$ cat config.mk
export PLATFORM = sky130hd
export DESIGN_NAME = img2col_window_ctrl
export DESIGN_NICKNAME = d
export VERILOG_FILES = /design/src/rtl/img2col_window_ctrl.sv
export SDC_FILE = /design/constraint.sdc
export NUM_CORES = 1
export LEC_CHECK = 0
export CAP_MARGIN = 20
export CORE_AREA = 2 2 201 203
export CTS_BUF_LIST = sky130_fd_sc_hd__clkbuf_2 sky130_fd_sc_hd__clkbuf_4 sky130_fd_sc_hd__clkbuf_8
export DETAILED_ROUTE_END_ITERATION = 10
export DIE_AREA = 0 0 203 205
export GPL_TIMING_DRIVEN = 0
export MAX_ROUTING_LAYER = met4
export PLACE_DENSITY = 0.71
export SLEW_MARGIN = 20
export SYNTH_ARGS = -nofsm -noshare
export SYNTH_HDL_FRONTEND = slang
export SYNTH_SLANG_ARGS = --single-unit
$ cat constraint.sdc
create_clock -name clk -period 6.5 [get_ports clk]
set_clock_uncertainty 0.1 [all_clocks]
set_input_delay 1.3 -clock clk [delete_from_list [all_inputs] [get_ports clk]]
set_output_delay 1.3 -clock clk [all_outputs]
set_load 0.05 [all_outputs]
$ cat src/rtl/img2col_window_ctrl.sv
// Sliding-window controller: builds K x K windows from K-pixel columns, reusing K-STRIDE columns between windows.
// Optional feature: define IMG2COL_STALL_CNT_EN to add the 32-bit stall_cnt output.
module img2col_window_ctrl #(
    parameter int DATA_W = 16,
    parameter int K      = 5,
    parameter int STRIDE = 1
) (
    input  logic                  clk,
    input  logic                  nrst,
    input  logic                  start,
    input  logic [15:0]           num_win,
    input  logic                  flush,
    input  logic                  col_valid,
    output logic                  col_ready,
    input  logic [K*DATA_W-1:0]   col_data,
    output logic                  win_valid,
    input  logic                  win_ready,
    output logic [K*K*DATA_W-1:0] win_data,
    output logic [15:0]           win_idx,
    output logic                  busy,
    output logic                  done
`ifdef IMG2COL_STALL_CNT_EN
    ,
    output logic [31:0]           stall_cnt
`endif
);
    localparam int CNT_W = $clog2(K + 1);
    localparam logic [CNT_W-1:0] FILL_LAST  = CNT_W'(K - 1);
    localparam logic [CNT_W-1:0] SLIDE_LAST = CNT_W'(STRIDE - 1);

    typedef enum logic [1:0] {IDLE, FILL, EMIT, SLIDE} state_t;

    state_t            state;
    logic [CNT_W-1:0]  col_cnt;
    logic [15:0]       num_win_q;
    logic [DATA_W-1:0] win_q [K][K];
    logic              col_take;
    logic              win_take;

    // Handshake strobes depend on registered state only, never on inputs.
    assign col_ready = (state == FILL) || (state == SLIDE);
    assign win_valid = (state == EMIT);
    assign busy      = (state != IDLE);
    assign col_take  = col_valid && col_ready;
    assign win_take  = win_valid && win_ready;

    always_comb begin
        win_data = '0;
        for (int r = 0; r < K; r++) begin
            for (int c = 0; c < K; c++) begin
                win_data[(r*K + c)*DATA_W +: DATA_W] = win_q[r][c];
            end
        end
    end

    always_ff @(posedge clk or negedge nrst) begin
        if (!nrst) begin
            state     <= IDLE;
            col_cnt   <= '0;
            num_win_q <= '0;
            win_idx   <= '0;
            done      <= 1'b0;
        end else begin
            done <= 1'b0;
            if (flush) begin
                state   <= IDLE;
                col_cnt <= '0;
                win_idx <= '0;
            end else begin
                case (state)
                    IDLE: begin
                        if (start) begin
                            if (num_win == 16'd0) begin
                                done <= 1'b1;
                            end else begin
                                state     <= FILL;
                                col_cnt   <= '0;
                                win_idx   <= '0;
                                num_win_q <= num_win;
                            end
                        end
                    end
                    FILL: begin
                        if (col_take) begin
                            col_cnt <= col_cnt + 1'b1;
                            if (col_cnt == FILL_LAST) state <= EMIT;
                        end
                    end
                    EMIT: begin
                        if (win_take) begin
                            if (win_idx == num_win_q - 16'd1) begin
                                state <= IDLE;
                                done  <= 1'b1;
                            end else begin
                                state   <= SLIDE;
                                win_idx <= win_idx + 16'd1;
                                col_cnt <= '0;
                            end
                        end
                    end
                    SLIDE: begin
                        if (col_take) begin
                            col_cnt <= col_cnt + 1'b1;
                            if (col_cnt == SLIDE_LAST) state <= EMIT;
                        end
                    end
                    default: state <= IDLE;
                endcase
            end
        end
    end

    // Column c takes column c+1; the newest column enters at K-1. A flushed column is not consumed.
    always_ff @(posedge clk or negedge nrst) begin
        if (!nrst) begin
            for (int r = 0; r < K; r++) begin
                for (int c = 0; c < K; c++) begin
                    win_q[r][c] <= '0;
                end
            end
        end else if (col_take && !flush) begin
            for (int r = 0; r < K; r++) begin
                for (int c = 0; c < K - 1; c++) begin
                    win_q[r][c] <= win_q[r][c+1];
                end
                win_q[r][K-1] <= col_data[r*DATA_W +: DATA_W];
            end
        end
    end

`ifdef IMG2COL_STALL_CNT_EN
    always_ff @(posedge clk or negedge nrst) begin
        if (!nrst) begin
            stall_cnt <= '0;
        end else if (start && state == IDLE) begin
            stall_cnt <= '0;
        end else if (win_valid && !win_ready && stall_cnt != 32'hFFFF_FFFF) begin
            stall_cnt <= stall_cnt + 32'd1;
        end
    end
`endif

endmodule
==> flow_metrics.py <==
metrics = {
    "finish": {
        "finalCoreUtilization": 0.631,
        "syn_to_final_growth_pct": 43.6,
        "final_cell_count_no_fill": 2311,
        "drive_above_1_share": 0.310,
        "fin_nets": 1842,
    },
    "synth": {
        "synthArstFlopShare": 1.00,
        "synth-simple-area-share": 0.0408,
        "synth_top_family_by_area": "multiplexers",
        "synth_edf_count": 0,
        "syn_nets": 1239,
        "netlist_area_um2": 17300,
        "synth.area.mux_share": 0.272,
        "yosysUniqueCellTypes": 53,
        "synth-seq-cells": 438,
        "postSynthAreaPerCell_um2": 15.3,
        "synth_fa_ha_area_frac": 0.00289,
        "synthCells": 1133,
        "synth_ff_type": "dfrtp_1",
        "synth_compound_area_frac": 0.0248,
        "ys_warn_count": 0,
        "synth-xor-area-share": 0.00912,
        "yosysSeqAreaShare": 0.634,
    },
    "setup_path": {
        "ff2ff_setup_slack_ns": 2.98,
        "worstPathMaxFanout": 10,
        "crit_path_end_kind": "primary output",
        "crit_chain": "clkbuf_1 -> clkbuf_1 -> nor2_1 -> inv_1 -> clkdlybuf4s50_1",
        "crit_required_ns": 5.10,
        "crit_family": "buffers and inverters",
        "critPathBufInv": 4,
        "cp_common_cell": "clkbuf_1",
        "startpoint_type": "register",
        "worstPathArrival_ns": 2.69,
        "slowest_stage": "clkdlybuf4s50_1",
        "worstSetupPathType": "register to primary output",
        "slowest_delay_ns": 0.85,
    },
    "route": {
        "totalWireLength_um": 50800,
        "drc": 0,
        "ant_nets": 0,
        "avgRoutedWirePerCell_um": 22.0,
        "vias": 11900,
        "drt_iter0_markers": 565,
        "drt_pass1_iterations": 5,
        "viasPerCell": 5.16,
    },
    "cts": {
        "cts.clk_slew.worst_paths_ns": 0.06,
        "cts_buffers": 75,
        "clk_latency_ns": 0.61,
        "cts_num_sinks": 438,
        "post_cts_buffers": 0,
        "htreeDepth": 3,
        "clockBufferDepth": 3,
        "cts_hold_buf": 0,
        "cts_tree": "built",
        "cts-root-buf": "clkbuf_8",
        "cts.repair.resized": 0,
    },
    "floorplan": {
        "dieHeight_um": 205,
        "coreArea_um2": 39400,
        "die-area_um2": 41600,
        "io_pins": 522,
        "num_rows": 73,
        "chipWidth_um": 203,
        "start_util": 0.439,
    },
    "placement": {
        "place_congestion": 0.888,
        "io_buffers": 521,
        "dp_hpwl_um": 38300,
        "dp_cells": 2184,
    },
    "min_path": {
        "hold_class": "input pin to asynchronous set/reset pin",
    },
    "grt": {
        "grt_overflow_total": 0,
        "grt_max_degree": 95,
        "track_usage": 0.250,
        "grt_pass1_vias": 12600,
        "antenna_found_initial": 3,
        "grt_pass1_wl_um": 76400,
    },
    "timing": {
        "rsz0062_at_grt": "no",
        "fin_crit_sh": 0.629,
        "drv_slew": 0,
        "max_freq_mhz": 245,
        "final.setup.tns_ns": 0,
        "min_period_ns": 4.09,
        "holdWs_ns": 0.393,
        "slew_headroom": 0.400,
        "hold_violations": 0,
        "setup-violations-final": 0,
        "tightest_slew_ns": 0.900,
    },
    "power": {
        "peakVddDrop_mv": 0.362,
        "p_leak_nw": 10.7,
        "power.density_nw_per_um2": 576,
    },
    "run_status": {
        "status": "completed",
    },
    "job": {
        "max_cap_viol_count": 0,
    },
}
## cell families after synthesis
family                     Yosys count
muxes                              418
AOI/OAI and AO/OA                   61
and+or+nand+nor                    124
DFF                                438
adders and majority gates            4
xor gates and xnor gates            18
buffers and inverters               70
## path summary, 6_finish.rpt
| kind | from | endpoint | cells after the start |
|---|---|---|---|
| worst max-delay path | state[0]$_DFFE_PN0P_ | busy | 5 |
| worst min-delay path | nrst | win_data[97]$_DFFE_PN0P_ | 1 |
| worst max register to register | num_win_q[2]$_DFFE_PN0P_ | win_idx[13]$_DFFE_PN0P_ | 10 |
| worst min register to register | win_data[168]$_DFFE_PN0P_ | win_data[168]$_DFFE_PN0P_ | 1 |
| max in group asynchronous | nrst | win_data[192]$_DFFE_PN0P_ | 3 |
| min in group clk | win_data[168]$_DFFE_PN0P_ | win_data[168]$_DFFE_PN0P_ | 1 |
## area by class of cell
type	instances	area [um2]
Sequential cell	438	11000
Clock buffer	115	1440
Timing Repair Buffer	526	5360
Buffer	59	245
Tap cell	525	657
Fill cell	3067	14500
Clock inverter	9	86.3
Inverter	11	41.3
Multi-Input combinational cell	625	6050
Antenna cell	3	7.51
## power breakdown
| group | switching [mW] | total (mW) | internal, mW |
|---|---|---|---|
| Clock | 1.08 | 2.53 | 1.44 |
| Sequential | 0.799 | 4.55 | 3.75 |
| Combinational | 4.73 | 7.22 | 2.49 |
| Total | 6.61 | 14.3 | 7.69 |
## synth_stat cells, drive strengths merged (2+ instances only)
master	n	area [um2]
o21ai	18	105
and2	2	12.5
nor2b	2	12.5
buf	4	38.8
o22ai	2	12.5
nor2	22	85.1
a21oi	12	60.1
nor3b	3	22.5
ha	4	50.1
a22oi	2	15.0
mux2	417	4700
clkbuf	55	206
a31oi	3	18.8
nand2b	3	18.8
or4b	3	30.0
o2111ai	2	17.5
dfrtp	438	11000
o31ai	4	30.0
nand3	14	70.1
or3	6	37.5
inv	11	41.3
nand2	21	78.8
or4	11	86.3
nand4	7	58.8
xnor2	10	87.6
nor4	8	50.1
o211ai	7	52.6
nand3b	5	37.5
o41ai	3	26.3
xor2	8	70.1
and3	6	37.5
nor3	7	35.0
## routing by layer
| layer | track usage | vias up | part of all wire |
|---|---|---|---|
| met5 | - | - | 0 |
| met4 | 0.0863 | 0 | 0.030 |
| met3 | 0.0822 | 96 | 0.079 |
| met2 | 0.415 | 434 | 0.51 |
| met1 | 0.285 | 6095 | 0.39 |
| li1 | - | 5298 | - |
## placed cells by master (no fill, tap or decap), drive strengths merged, types with 11 or more instances in the layout
master         Yosys  final
a21oi             12     12
clkbuf            55    170
clkdlybuf4s50      0    520
dfrtp            438    438
inv               11     14
mux2             417    417
nand2             21     21
nand3             14     14
nor2              22     22
o21ai             18     18
or4               11     11
## stage by stage
step	total power, mW	setup slack [ns]	area (um2)
after floorplan	8.97	3.43	17300
after global placement	11.7	-15.24	23200
after detailed placement	11.8	2.14	23300
after CTS	14.4	2.35	24800
after global routing	14.9	2.26	24800
final	14.3	2.41	24800
## registers in the layout, indices dropped and copies added (netlist names)
register   cells
col_cnt        3
state          2
win_data     400
done           1
num_win_q     16
win_idx       16
No activity file was read; power rests on OpenSTA's default activity.
